==> src/rtl/ula_contention.sv <==
// ULA-style memory/IO contention: free-running 224x312 raster counters, frame
// interrupt, and a registered nWAIT that stretches CPU accesses to 0x4000-0x7FFF.
module ula_contention #(
  parameter int H_LAST   = 223,
  parameter int V_LAST   = 311,
  parameter int WIN_V_LO = 64,
  parameter int WIN_V_HI = 255,
  parameter int WIN_H_HI = 127,
  parameter int INT_LEN  = 32
) (
  input  logic        CLK,
  input  logic        nRESET,
  input  logic [15:0] A,
  input  logic        nMREQ,
  input  logic        nIORQ,
  input  logic        nM1,
  input  logic        nRFSH,
  input  logic        en,
  output logic        nWAIT,
  output logic        nINT,
  output logic [7:0]  hcnt,
  output logic [8:0]  vcnt
);

  localparam logic [7:0] HLAST = 8'(H_LAST);
  localparam logic [8:0] VLAST = 9'(V_LAST);
  localparam logic [8:0] VLO   = 9'(WIN_V_LO);
  localparam logic [8:0] VHI   = 9'(WIN_V_HI);
  localparam logic [7:0] HHI   = 8'(WIN_H_HI);
  localparam logic [7:0] ILEN  = 8'(INT_LEN);

  logic [7:0] hcnt_q, hcnt_d;
  logic [8:0] vcnt_q, vcnt_d;
  logic [2:0] wait_cnt_q, wait_cnt_d;
  logic       nwait_q, nwait_d;
  logic       nint_q, nint_d;
  logic       nmreq_q, niorq_q;

  logic       window, mem_start, io_start, start;
  logic [2:0] delay;
  logic       unused_a;

  assign unused_a = ^A[13:1];

  // Raster counters never stall: they are the timing reference for the display.
  always_comb begin
    hcnt_d = hcnt_q + 8'd1;
    vcnt_d = vcnt_q;
    if (hcnt_q == HLAST) begin
      hcnt_d = 8'd0;
      vcnt_d = (vcnt_q == VLAST) ? 9'd0 : vcnt_q + 9'd1;
    end
    nint_d = !(vcnt_q == 9'd0 && hcnt_q < ILEN);
  end

  assign window = (vcnt_q >= VLO) && (vcnt_q <= VHI) && (hcnt_q <= HHI);

  // Remaining cycles until the ULA's 8-T fetch slot frees up the bus.
  always_comb begin
    case (hcnt_q[2:0])
      3'd0:    delay = 3'd6;
      3'd1:    delay = 3'd5;
      3'd2:    delay = 3'd4;
      3'd3:    delay = 3'd3;
      3'd4:    delay = 3'd2;
      3'd5:    delay = 3'd1;
      default: delay = 3'd0;
    endcase
  end

  // Only the first cycle of an access counts; refresh and int-ack never contend.
  assign mem_start = !nMREQ && nmreq_q && nRFSH && (A[15:14] == 2'b01);
  assign io_start  = !nIORQ && niorq_q && nM1 && !A[0];
  assign start     = mem_start || io_start;

  always_comb begin
    wait_cnt_d = wait_cnt_q;
    if (!en)
      wait_cnt_d = 3'd0;
    else if (start && window && wait_cnt_q == 3'd0)
      wait_cnt_d = delay;
    else if (wait_cnt_q != 3'd0)
      wait_cnt_d = wait_cnt_q - 3'd1;
    nwait_d = (wait_cnt_d == 3'd0);
  end

  always_ff @(posedge CLK or negedge nRESET) begin
    if (!nRESET) begin
      hcnt_q     <= 8'd0;
      vcnt_q     <= 9'd0;
      wait_cnt_q <= 3'd0;
      nwait_q    <= 1'b1;
      nint_q     <= 1'b1;
      nmreq_q    <= 1'b1;
      niorq_q    <= 1'b1;
    end else begin
      hcnt_q     <= hcnt_d;
      vcnt_q     <= vcnt_d;
      wait_cnt_q <= wait_cnt_d;
      nwait_q    <= nwait_d;
      nint_q     <= nint_d;
      nmreq_q    <= nMREQ;
      niorq_q    <= nIORQ;
    end
  end

  assign nWAIT = nwait_q;
  assign nINT  = nint_q;
  assign hcnt  = hcnt_q;
  assign vcnt  = vcnt_q;

endmodule

==> config.mk <==
export PLATFORM = sky130hd
export DESIGN_NAME = ula_contention
export DESIGN_NICKNAME = d
export VERILOG_FILES = /design/src/rtl/ula_contention.sv
export SDC_FILE = /design/constraint.sdc
export NUM_CORES = 1
export LEC_CHECK = 0
export BUFFER_PORTS_ARGS = -buffer_cell sky130_fd_sc_hd__buf_2
export CORE_MARGIN = 1.5
export CORE_UTILIZATION = 40
export CTS_BUF_LIST = sky130_fd_sc_hd__clkbuf_8
export CTS_CLUSTER_DIAMETER = 100
export DETAILED_ROUTE_END_ITERATION = 6
export PLACE_DENSITY = 0.73
export SKIP_LAST_GASP = 1
export SLEW_MARGIN = 20
export SYNTH_ARGS = -nofsm -noshare
export SYNTH_HDL_FRONTEND = slang
export SYNTH_SLANG_ARGS = --single-unit
==> constraint.sdc <==
create_clock -name CLK -period 3.5 [get_ports CLK]
set_input_delay 0.175 -clock CLK [delete_from_list [all_inputs] [get_ports CLK]]
set_output_delay 0.175 -clock CLK [all_outputs]
set_load 0.05 [all_outputs]
==> results of run 1 <==
-- metrics by stage --
stage	instance area, um^2	hold slack [ns]	worst slack [ns]
after global routing	1630	0.000976	0.753
after floorplan	1380	-0.121	0.729
after CTS	1630	0.00843	0.867
after global placement	1570	0.183	0.938
after detailed placement	1570	0.191	0.867
final	1630	0.0149	0.870
-- kinds of logic (layout without fill, tap and decap cells) --
group                    after synthesis  count (layout)  share of synthesized area (%)
AND/OR/NAND/NOR                       52              52                           23.0
multiplexers                           5               5                           4.09
flip-flops                            24              24                           44.0
adder cells (fa/ha/maj)               10              10                           9.08
AO/OA/AOI/OAI                         28              28                           13.4
XOR/XNOR                               5               5                           3.18
buffers and inverters                 12              44                           3.36
-- worst max-delay path: stages, from the launching register on --
cell and delay, ns:
dfrtp_1 0.46, ha_1 0.23, and3_1 0.24, nand2_1 0.10, nor2_1 0.12, ha_1 0.22, nor2b_4 0.05, or4_4 0.52
nor3_4 0.31, mux2_4 0.33
-- area by class of cell --
type | instances | area, um^2 | area share [%]
Sequential cell | 24 | 606 | 37.3
Clock buffer | 3 | 41.3 | 2.54
Tap cell | 46 | 57.6 | 3.54
Clock inverter | 1 | 3.75 | 0.231
Inverter | 11 | 41.3 | 2.54
Multi-Input combinational cell | 100 | 726 | 44.6
Timing Repair Buffer | 29 | 150 | 9.24
-- cells in the final DEF, fill, tap and decap left out, types with 2 or more instances in the layout --
cell type and instances:
buf_2 28, dfrtp_1 20, inv_1 12, ha_1 10
nand3_1 9, nand2_1 8, nor2_1 7, o21ai_0 7
nor3_1 5, a21oi_1 4, dfstp_2 4, and2_1 3
and3_1 3, mux2i_1 3, xnor2_1 3, and4_1 3
a31oi_1 3, o22ai_1 3, clkbuf_8 3, nor4bb_1 2
nand4_1 2, xor2_1 2
-- worst max-delay path by stage --
stage                     slack (ns)  depth (start not counted)                start               to
final                           0.87                          9  vcnt[0]$_DFFE_PN0N_  nWAIT$_DFF_PN1_
after global routing            0.75                          9  vcnt[0]$_DFFE_PN0N_  nWAIT$_DFF_PN1_
after CTS                       0.87                          9  vcnt[0]$_DFFE_PN0N_  nWAIT$_DFF_PN1_
after detailed placement        0.87                          9  vcnt[0]$_DFFE_PN0N_  nWAIT$_DFF_PN1_
after global placement          0.94                          9  vcnt[0]$_DFFE_PN0N_  nWAIT$_DFF_PN1_
after floorplan                 0.73                          9  vcnt[0]$_DFFE_PN0N_  nWAIT$_DFF_PN1_
-- power breakdown --
group | leakage (nW) | internal [mW] | switching, mW
registers | 0.307 | 0.279 | 0.000415
logic | 0.406 | 0.00586 | 0.00925
clock network | 0.0269 | 0.0786 | 0.0868
total | 0.740 | 0.364 | 0.0965
-- registers in the layout (all words and copies together) (netlist names) --
register    cells
niorq_q         1
nWAIT           1
hcnt            8
nINT            1
vcnt            9
wait_cnt_q      3
nmreq_q         1
-- per-layer routing --
layer	up-vias	share of wire, %	track usage (%)
met3	4	4.0	2.52
met2	26	52	29.6
met1	576	42	17.8
met4	0	1.6	7.90
met5	-	0	0
li1	563	-	-
-- what timing repair did --
action,CTS,global route
endpoints found under the hold margin,20,0
hold buffers,1,0
gates resized for setup,0,0
==> flow_metrics.env, run 1 <==
export IMPL_gp_congestion=0.850
export IMPL_rr_endpoint="nWAIT$_DFF_PN1_"
export IMPL_crit_type="register to register"
export IMPL_clock_path_buffers=2
export IMPL_nFillCells=326
export IMPL_netlist_area_mm2=0.00138
export IMPL_ctsRootBufferMaster="clkbuf_8"
export IMPL_cts_tree="yes"
export IMPL_hold_depth=1
export IMPL_instances_no_fill=214
export IMPL_start_kind="register"
export IMPL_drt_initial_drc_count=62
export IMPL_arrival_ns=2.83
export IMPL_clock_skew_ns=0.00573
export IMPL_status="finished clean"
export IMPL_leakage_nw=0.740
export IMPL_layout_drive_gt1_share_pct=25.0
export IMPL_grt_util_all_layers_pct=16.1
export IMPL_r2r_cells=9
export IMPL_rrSetupSlack_ns=0.87
export IMPL_grt_pass1_vias=1102
export IMPL_grt_setup_unrepaired="false"
export IMPL_max_slew_margin_rel_pct=63.4
export IMPL_ant_nets=0
export IMPL_reg2reg_from="vcnt[0]$_DFFE_PN0N_"
export IMPL_drt_total_wl_um=2980
export IMPL_hold_viol_final=0
export IMPL_port_buffers=28
export IMPL_path_clk_slew_ns=0.08
export IMPL_synth_cell_type_count=44
export IMPL_std_cell_rows=21
export IMPL_post_route_period_util_pct=75.1
export IMPL_dp_cells=209
export IMPL_die_area_mm2=0.00381
export IMPL_syn_instance_count=136
export IMPL_antenna_found_initial=0
export IMPL_syn_area_per_cell_um2=10.1
export IMPL_dp_hpwl_um=2200
export IMPL_holdPathEnd="niorq_q$_DFF_PN1_"
export IMPL_min_period_ns=2.63
export IMPL_final_setup_tns_ns=0
export IMPL_fp_dieH_um=61.7
export IMPL_ys_ff_latch=24
export IMPL_vias_per_cell=5.46
export IMPL_hold_path_class="input port to register"
export IMPL_core_area_mm2=0.00331
export IMPL_ir_worst_vdd_mv=0.119
export IMPL_ys_seq_area_share_pct=44.0
export IMPL_p_per_area_mw_per_mm2=283
export IMPL_fin_nets=202
export IMPL_synthTopCellsByArea="dfrtp_1, ha_1, dfstp_2"
export IMPL_synth_top_cell_area_share_pct=36.3
export IMPL_start_util_pct=41.6
export IMPL_cap_violations=0
export IMPL_synth_warnings=0
export IMPL_hold_start="nIORQ"
export IMPL_cp_max_fo=8
export IMPL_fmax_ghz=0.380
export IMPL_h_tree_depth=1
export IMPL_ioPinCount=42
export IMPL_synth_most_common_cell="dfrtp_1"
export IMPL_end_kind="register"
export IMPL_die_w_um=61.7
export IMPL_post_cts_buffers=0
export IMPL_tightest_slew_ns=0.550
export IMPL_cts_buffers=3
export IMPL_p_total_mw=0.460
export IMPL_clock_sinks=24
export IMPL_overflow=0
export IMPL_post_route_util_pct=49.1
export IMPL_vias=1169
export IMPL_synth_edf_count=0
export IMPL_grt_max_degree=25
export IMPL_slew_viol_final=0
export IMPL_yosysTopAreaCell="dfrtp_1"
export IMPL_clock_latency_ns=0.27
export IMPL_setup_violations=0
export IMPL_synth_fp_nets=169
export IMPL_grt_pass1_wl_um=4500
export IMPL_route_detailed_drc=0
export IMPL_async_flop_share_pct=100
export IMPL_first_pass_iters=4
export IMPL_antenna_cells=0
export IMPL_synthFlopType="dfrtp_1"
export IMPL_synth_commonest_cells="dfrtp_1, inv_1, ha_1"
export IMPL_cp_data_required_time_ns=3.70
export IMPL_area_delta_synth_final_pct=18.0
export IMPL_avgRoutedWirePerCell_um=13.9
No activity file was read; power rests on OpenSTA's default activity.
==> run 2, diff against run 1 <==
- PLACE_DENSITY: 0.73 -> 0.75
- clock period: 3.5 -> 2.4 ns (I/O delays scaled with it)
==> run 2 against run 1 <==
Die area stayed put. First-iteration DRC count shrank 66%. Sequential share of layout area decreased by 1.9 points. Sequential power rose by 46%.
==> flow_metrics.env, run 2 (synthesized netlist as in run 1, its figures left out) <==
export IMPL_clock_skew_ns=0.0105
export IMPL_crit_chain="ha_4, and3_4, nand2_2, nor2_2, ha_2, nor2b_4, or4_4, nor3_4, mux2_4"
export IMPL_core_area_mm2=0.00331
export IMPL_post_route_util_pct=52.4
export IMPL_dp_cells=211
export IMPL_ir_worst_vdd_mv=0.238
export IMPL_ctsRootBufferMaster="clkbuf_8"
export IMPL_crit_type="register to register"
export IMPL_overflow=0
export IMPL_avgRoutedWirePerCell_um=13.1
export IMPL_grt_util_all_layers_pct=17.1
export IMPL_critPathMaxStageDelay_ns=0.42
export IMPL_tightest_slew_ns=0.538
export IMPL_gp_congestion=0.853
export IMPL_hold_path_class="input port to register"
export IMPL_route_detailed_drc=0
export IMPL_place_area_mm2=0.00162
export IMPL_hold_start="en"
export IMPL_seq_area_um2=613
export IMPL_layout_commonest_cell="buf_2"
export IMPL_startpoint="vcnt[1]$_DFFE_PN0N_"
export IMPL_slowest_stage="or4_4"
export IMPL_grt_pass1_vias=1177
export IMPL_std_cell_rows=21
export IMPL_drt_initial_drc_count=21
export IMPL_drt_total_wl_um=2890
export IMPL_leakage_nw=0.764
export IMPL_cp_data_required_time_ns=2.61
export IMPL_clock_latency_ns=0.27
export IMPL_grt_pass1_wl_um=4880
export IMPL_worst_slack_ns=0.0784
export IMPL_grt_max_degree=25
export IMPL_start_util_pct=41.6
export IMPL_cts_tree="yes"
export IMPL_cp_max_fo=4
export IMPL_reg2reg_from="vcnt[1]$_DFFE_PN0N_"
export IMPL_port_buffers=28
export IMPL_hold_depth=3
export IMPL_largest_register_ffs=9
export IMPL_vias=1159
export IMPL_cap_violations=0
export IMPL_area_delta_synth_final_pct=25.9
export IMPL_rr_endpoint="nWAIT$_DFF_PN1_"
export IMPL_arrival_ns=2.53
export IMPL_slew_viol_final=0
export IMPL_clock_sinks=24
export IMPL_ant_nets=0
export IMPL_post_route_period_util_pct=96.7
export IMPL_start_kind="register"
export IMPL_first_pass_iters=4
export IMPL_fin_nets=208
export IMPL_dp_hpwl_um=2140
export IMPL_end_kind="register"
export IMPL_instances_no_fill=220
export IMPL_multi_input_area_um2=751
export IMPL_max_slew_margin_rel_pct=64.1
export IMPL_vias_per_cell=5.27
export IMPL_r2r_cells=9
export IMPL_path_clk_slew_ns=0.09
export IMPL_min_period_ns=2.32
export IMPL_crit_buf_inv=0
export IMPL_p_per_area_mw_per_mm2=451
export IMPL_ioPinCount=42
export IMPL_die_area_mm2=0.00381
export IMPL_most_common_layout_cells="buf_2, dfrtp_1, inv_1"
export IMPL_holdPathEnd="wait_cnt_q[0]$_DFF_PN0_"
export IMPL_nFillCells=315
export IMPL_dpl_worst_slack_ns=0.0887
export IMPL_crit_family="simple AND/OR/NAND/NOR gates"
export IMPL_fmax_ghz=0.431
export IMPL_status="finished clean"
export IMPL_layout_drive_gt1_share_pct=33.3
export IMPL_cts_buffers=3
export IMPL_fp_dieH_um=61.7
export IMPL_p_total_mw=0.783
export IMPL_antenna_found_initial=0
export IMPL_antenna_cells=0
export IMPL_hold_viol_final=0
export IMPL_rrSetupSlack_ns=0.08
export IMPL_die_w_um=61.7
export IMPL_setup_violations=0
export IMPL_final_area_mm2=0.00173
export IMPL_clock_path_buffers=2
export IMPL_h_tree_depth=1
[run 2: cell count changes in the layout (fill, tap and decap cells not counted), sizes merged]
cell         before  now
buf              28   32
dlygate4sd3       1    3
bufinv            0    1
inv              12   11
[run 2: timing repair]
action                                  4_1_cts  5_1_grt
setup buffers                                 0        2
gates resized for setup                       0        1
endpoints found under the setup margin        0        2
hold buffers                                  3        0
endpoints found under the hold margin        22        0
[run 2: cell type report]
class	count	area share (%)
Clock buffer	3	2.38
Clock inverter	1	1.73
Inverter	11	2.38
Multi-Input combinational cell	100	43.3
Sequential cell	24	35.4
Tap cell	46	3.32
Timing Repair Buffer	35	11.5
[run 2: stage by stage]
stage	hold WS, ns	TNS (ns)
6_report	0.161	0
2_1_floorplan	-0.176	0
5_1_grt	0.187	-0.0564
4_1_cts	0.157	0
3_5_place_dp	0.139	0
3_3_place_gp	0.130	0
[run 2: tightest hold or removal path: stages]
cell     delay (ns)
buf_2          0.14
nand2_1        0.07
mux2i_1        0.06
[run 2: worst max-delay path by stage]
stage                       to  slack [ns]  cells after the start
6_report       nWAIT$_DFF_PN1_        0.08                      9
4_1_cts        nWAIT$_DFF_PN1_        0.08                      9
5_1_grt        nWAIT$_DFF_PN1_       -0.03                      9
2_1_floorplan  nWAIT$_DFF_PN1_       0.001                      9
3_3_place_gp   nWAIT$_DFF_PN1_        0.13                      9
3_5_place_dp   nWAIT$_DFF_PN1_        0.09                      9
[run 2: metal layers]
layer | global-route usage (%) | up-vias | wire [um]
li1 | - | 573 | -
met1 | 21.2 | 561 | 1290
met2 | 30.8 | 20 | 1500
met3 | 1.26 | 5 | 60
met4 | 6.38 | 0 | 46
met5 | 0 | - | 0
[run 2: report_power, final]
| group | leakage [nW] | internal, mW | switching, mW |
|---|---|---|---|
| logic | 0.431 | 0.0106 | 0.0130 |
| clock network | 0.0357 | 0.223 | 0.129 |
| registers | 0.297 | 0.407 | 0.000441 |
| total | 0.764 | 0.641 | 0.142 |
==> run 3, diff against run 2 <==
- PLACE_DENSITY: 0.75 -> 0.73
- clock period: 2.4 -> 2.7 ns (I/O delays scaled with it)
==> run 3 against run 2 <==
Clock power is 30% lower. Critical path depth stayed put. Sequential power decreased by 11%. Clock skew decreased by 0.0051 ns. Maximum frequency is 10% lower. Register-to-register slack gained 0.03 ns. Clock-buffer cell count grew 1. Die area stayed put. Critical endpoint unchanged. Non-clock buffer count down 2. Sequential cell count unchanged. Total power decreased by 20%.
==> flow_metrics.env, run 3 (synthesized netlist as in run 1, its figures left out) <==
export IMPL_crit_buf_inv=0
export IMPL_post_route_util_pct=50.6
export IMPL_ctsRootBufferMaster="clkbuf_8"
export IMPL_std_cell_rows=21
export IMPL_tightest_slew_ns=0.541
export IMPL_hold_viol_final=0
export IMPL_drt_total_wl_um=3060
export IMPL_die_area_mm2=0.00381
export IMPL_holdWs_ns=0.182
export IMPL_power_sequential_fraction_pct=57.6
export IMPL_path_clk_slew_ns=0.08
export IMPL_start_kind="register"
export IMPL_die_w_um=61.7
export IMPL_grt_max_degree=25
export IMPL_cp_max_fo=7
export IMPL_p_sw_mw=0.127
export IMPL_cts_buffers=3
export IMPL_final_area_mm2=0.00168
export IMPL_h_tree_depth=1
export IMPL_grt_pass1_vias=1097
export IMPL_fp_dieH_um=61.7
export IMPL_use_met1_pct=19.4
export IMPL_crit_type="register to register"
export IMPL_largest_register_ffs=9
export IMPL_core_area_mm2=0.00331
export IMPL_grt_setup_unrepaired="false"
export IMPL_pwr_share_clk_pct=39.0
export IMPL_post_route_period_util_pct=96.0
export IMPL_final_setup_tns_ns=0
export IMPL_layout_drive_gt1_share_pct=27.9
export IMPL_cts_tree="yes"
export IMPL_antenna_found_initial=0
export IMPL_p_comb_share_pct=3.4
export IMPL_ant_nets=0
export IMPL_vias_per_cell=5.40
export IMPL_ioPinCount=42
export IMPL_overflow=0
export IMPL_gp_congestion=0.845
export IMPL_route_detailed_drc=0
export IMPL_drt_initial_drc_count=44
export IMPL_port_buffers=28
export IMPL_avgRoutedWirePerCell_um=14.0
export IMPL_arrival_ns=2.79
export IMPL_crit_family="simple AND/OR/NAND/NOR gates"
export IMPL_dp_hpwl_um=2200
export IMPL_max_slew_margin_rel_pct=63.6
export IMPL_switching_share_pct=20.2
export IMPL_setup_violations=0
export IMPL_p_per_area_mw_per_mm2=375
export IMPL_cap_violations=0
export IMPL_top_usage_layer="met2"
export IMPL_clock_path_buffers=2
export IMPL_area_delta_synth_final_pct=21.6
export IMPL_end_kind="register"
export IMPL_critPathMaxStageDelay_ns=0.52
export IMPL_hold_path_class="input port to register"
export IMPL_grt_pass1_wl_um=4710
export IMPL_slowest_stage="or4_4"
export IMPL_p_int_mw=0.502
export IMPL_min_period_ns=2.59
export IMPL_status="finished clean"
export IMPL_clock_skew_ns=0.00531
export IMPL_antenna_cells=0
export IMPL_grt_util_all_layers_pct=16.9
export IMPL_layout_commonest_cell="buf_2"
export IMPL_clock_latency_ns=0.27
export IMPL_clock_sinks=24
export IMPL_cp_data_required_time_ns=2.90
export IMPL_leakage_nw=0.757
export IMPL_slew_viol_final=0
export IMPL_first_pass_iters=4
export IMPL_most_common_layout_cells="buf_2, dfrtp_1, inv_1"
export IMPL_fin_nets=206
export IMPL_place_area_mm2=0.00158
export IMPL_grt_util_met3_pct=3.15
export IMPL_use_met2_pct=30.8
export IMPL_vias=1178
export IMPL_ir_worst_vdd_mv=0.132
export IMPL_fmax_ghz=0.386
export IMPL_crit_chain="ha_1, and3_1, nand2_1, nor2_1, ha_2, nor2b_4, or4_4, nor3_4, mux2_4"
export IMPL_start_util_pct=41.6
[run 3: worst register-to-register path: stages (launching register included)]
cell,delay (ns)
dfrtp_2,0.43
ha_1,0.20
and3_1,0.25
nand2_1,0.10
nor2_1,0.14
ha_2,0.23
nor2b_4,0.04
or4_4,0.52
nor3_4,0.29
mux2_4,0.33
[run 3: final cells by class]
class | count | area [um^2]
well taps | 46 | 57.6
fillers | 319 | 1640
clock buffers | 4 | 55.1
repair buffers | 33 | 185
multi-input cells | 100 | 728
flip-flops and latches | 24 | 608
inverters | 11 | 41.3
[run 3: worst paths after layout]
check | cells past startpoint | to | startpoint | slack [ns]
max | 9 | nWAIT$_DFF_PN1_ | vcnt[0]$_DFFE_PN0N_ | 0.11
min | 3 | wait_cnt_q[1]$_DFF_PN0_ | en | 0.18
max reg2reg | 9 | nWAIT$_DFF_PN1_ | vcnt[0]$_DFFE_PN0N_ | 0.11
min reg2reg | 1 | hcnt[4]$_DFF_PN0_ | hcnt[4]$_DFF_PN0_ | 0.52
max in group asynchronous | 2 | vcnt[0]$_DFFE_PN0N_ | nRESET | 1.94
min in group asynchronous | 2 | vcnt[5]$_DFFE_PN0N_ | nRESET | 0.37
[run 3: stage by stage]
step                power, mW  std cells  setup WS [ns]
detailed placement      0.388        210          0.150
global placement        0.387        210          0.187
floorplan               0.372        136          0.102
CTS                     0.631        217         0.0699
finish                  0.629        218          0.108
global route            0.647        218       0.000362
[run 3: power groups by stage]
stage | sequential [mW] | clock, mW | combinational, mW
6_report | 0.362 | 0.245 | 0.0217
5_1_grt | 0.363 | 0.260 | 0.0248
4_1_cts | 0.362 | 0.246 | 0.0222
3_5_place_dp | 0.369 | 0 | 0.0189
3_3_place_gp | 0.369 | 0 | 0.0178
2_1_floorplan | 0.369 | 0 | 0.00301
[run 3: what timing repair did]
action	in CTS	in global routing
hold buffers	3	0
gates resized for setup	0	1
buffers inserted	0	1
endpoints found under the setup margin	0	1
hold endpoints to repair	22	0
[run 3: layer usage]
layer  vias to the layer above  routed length, um
li1                        571                  -
met1                       574               1350
met2                        28               1570
met3                         5                 92
met4                         0                 56
met5                         -                  0
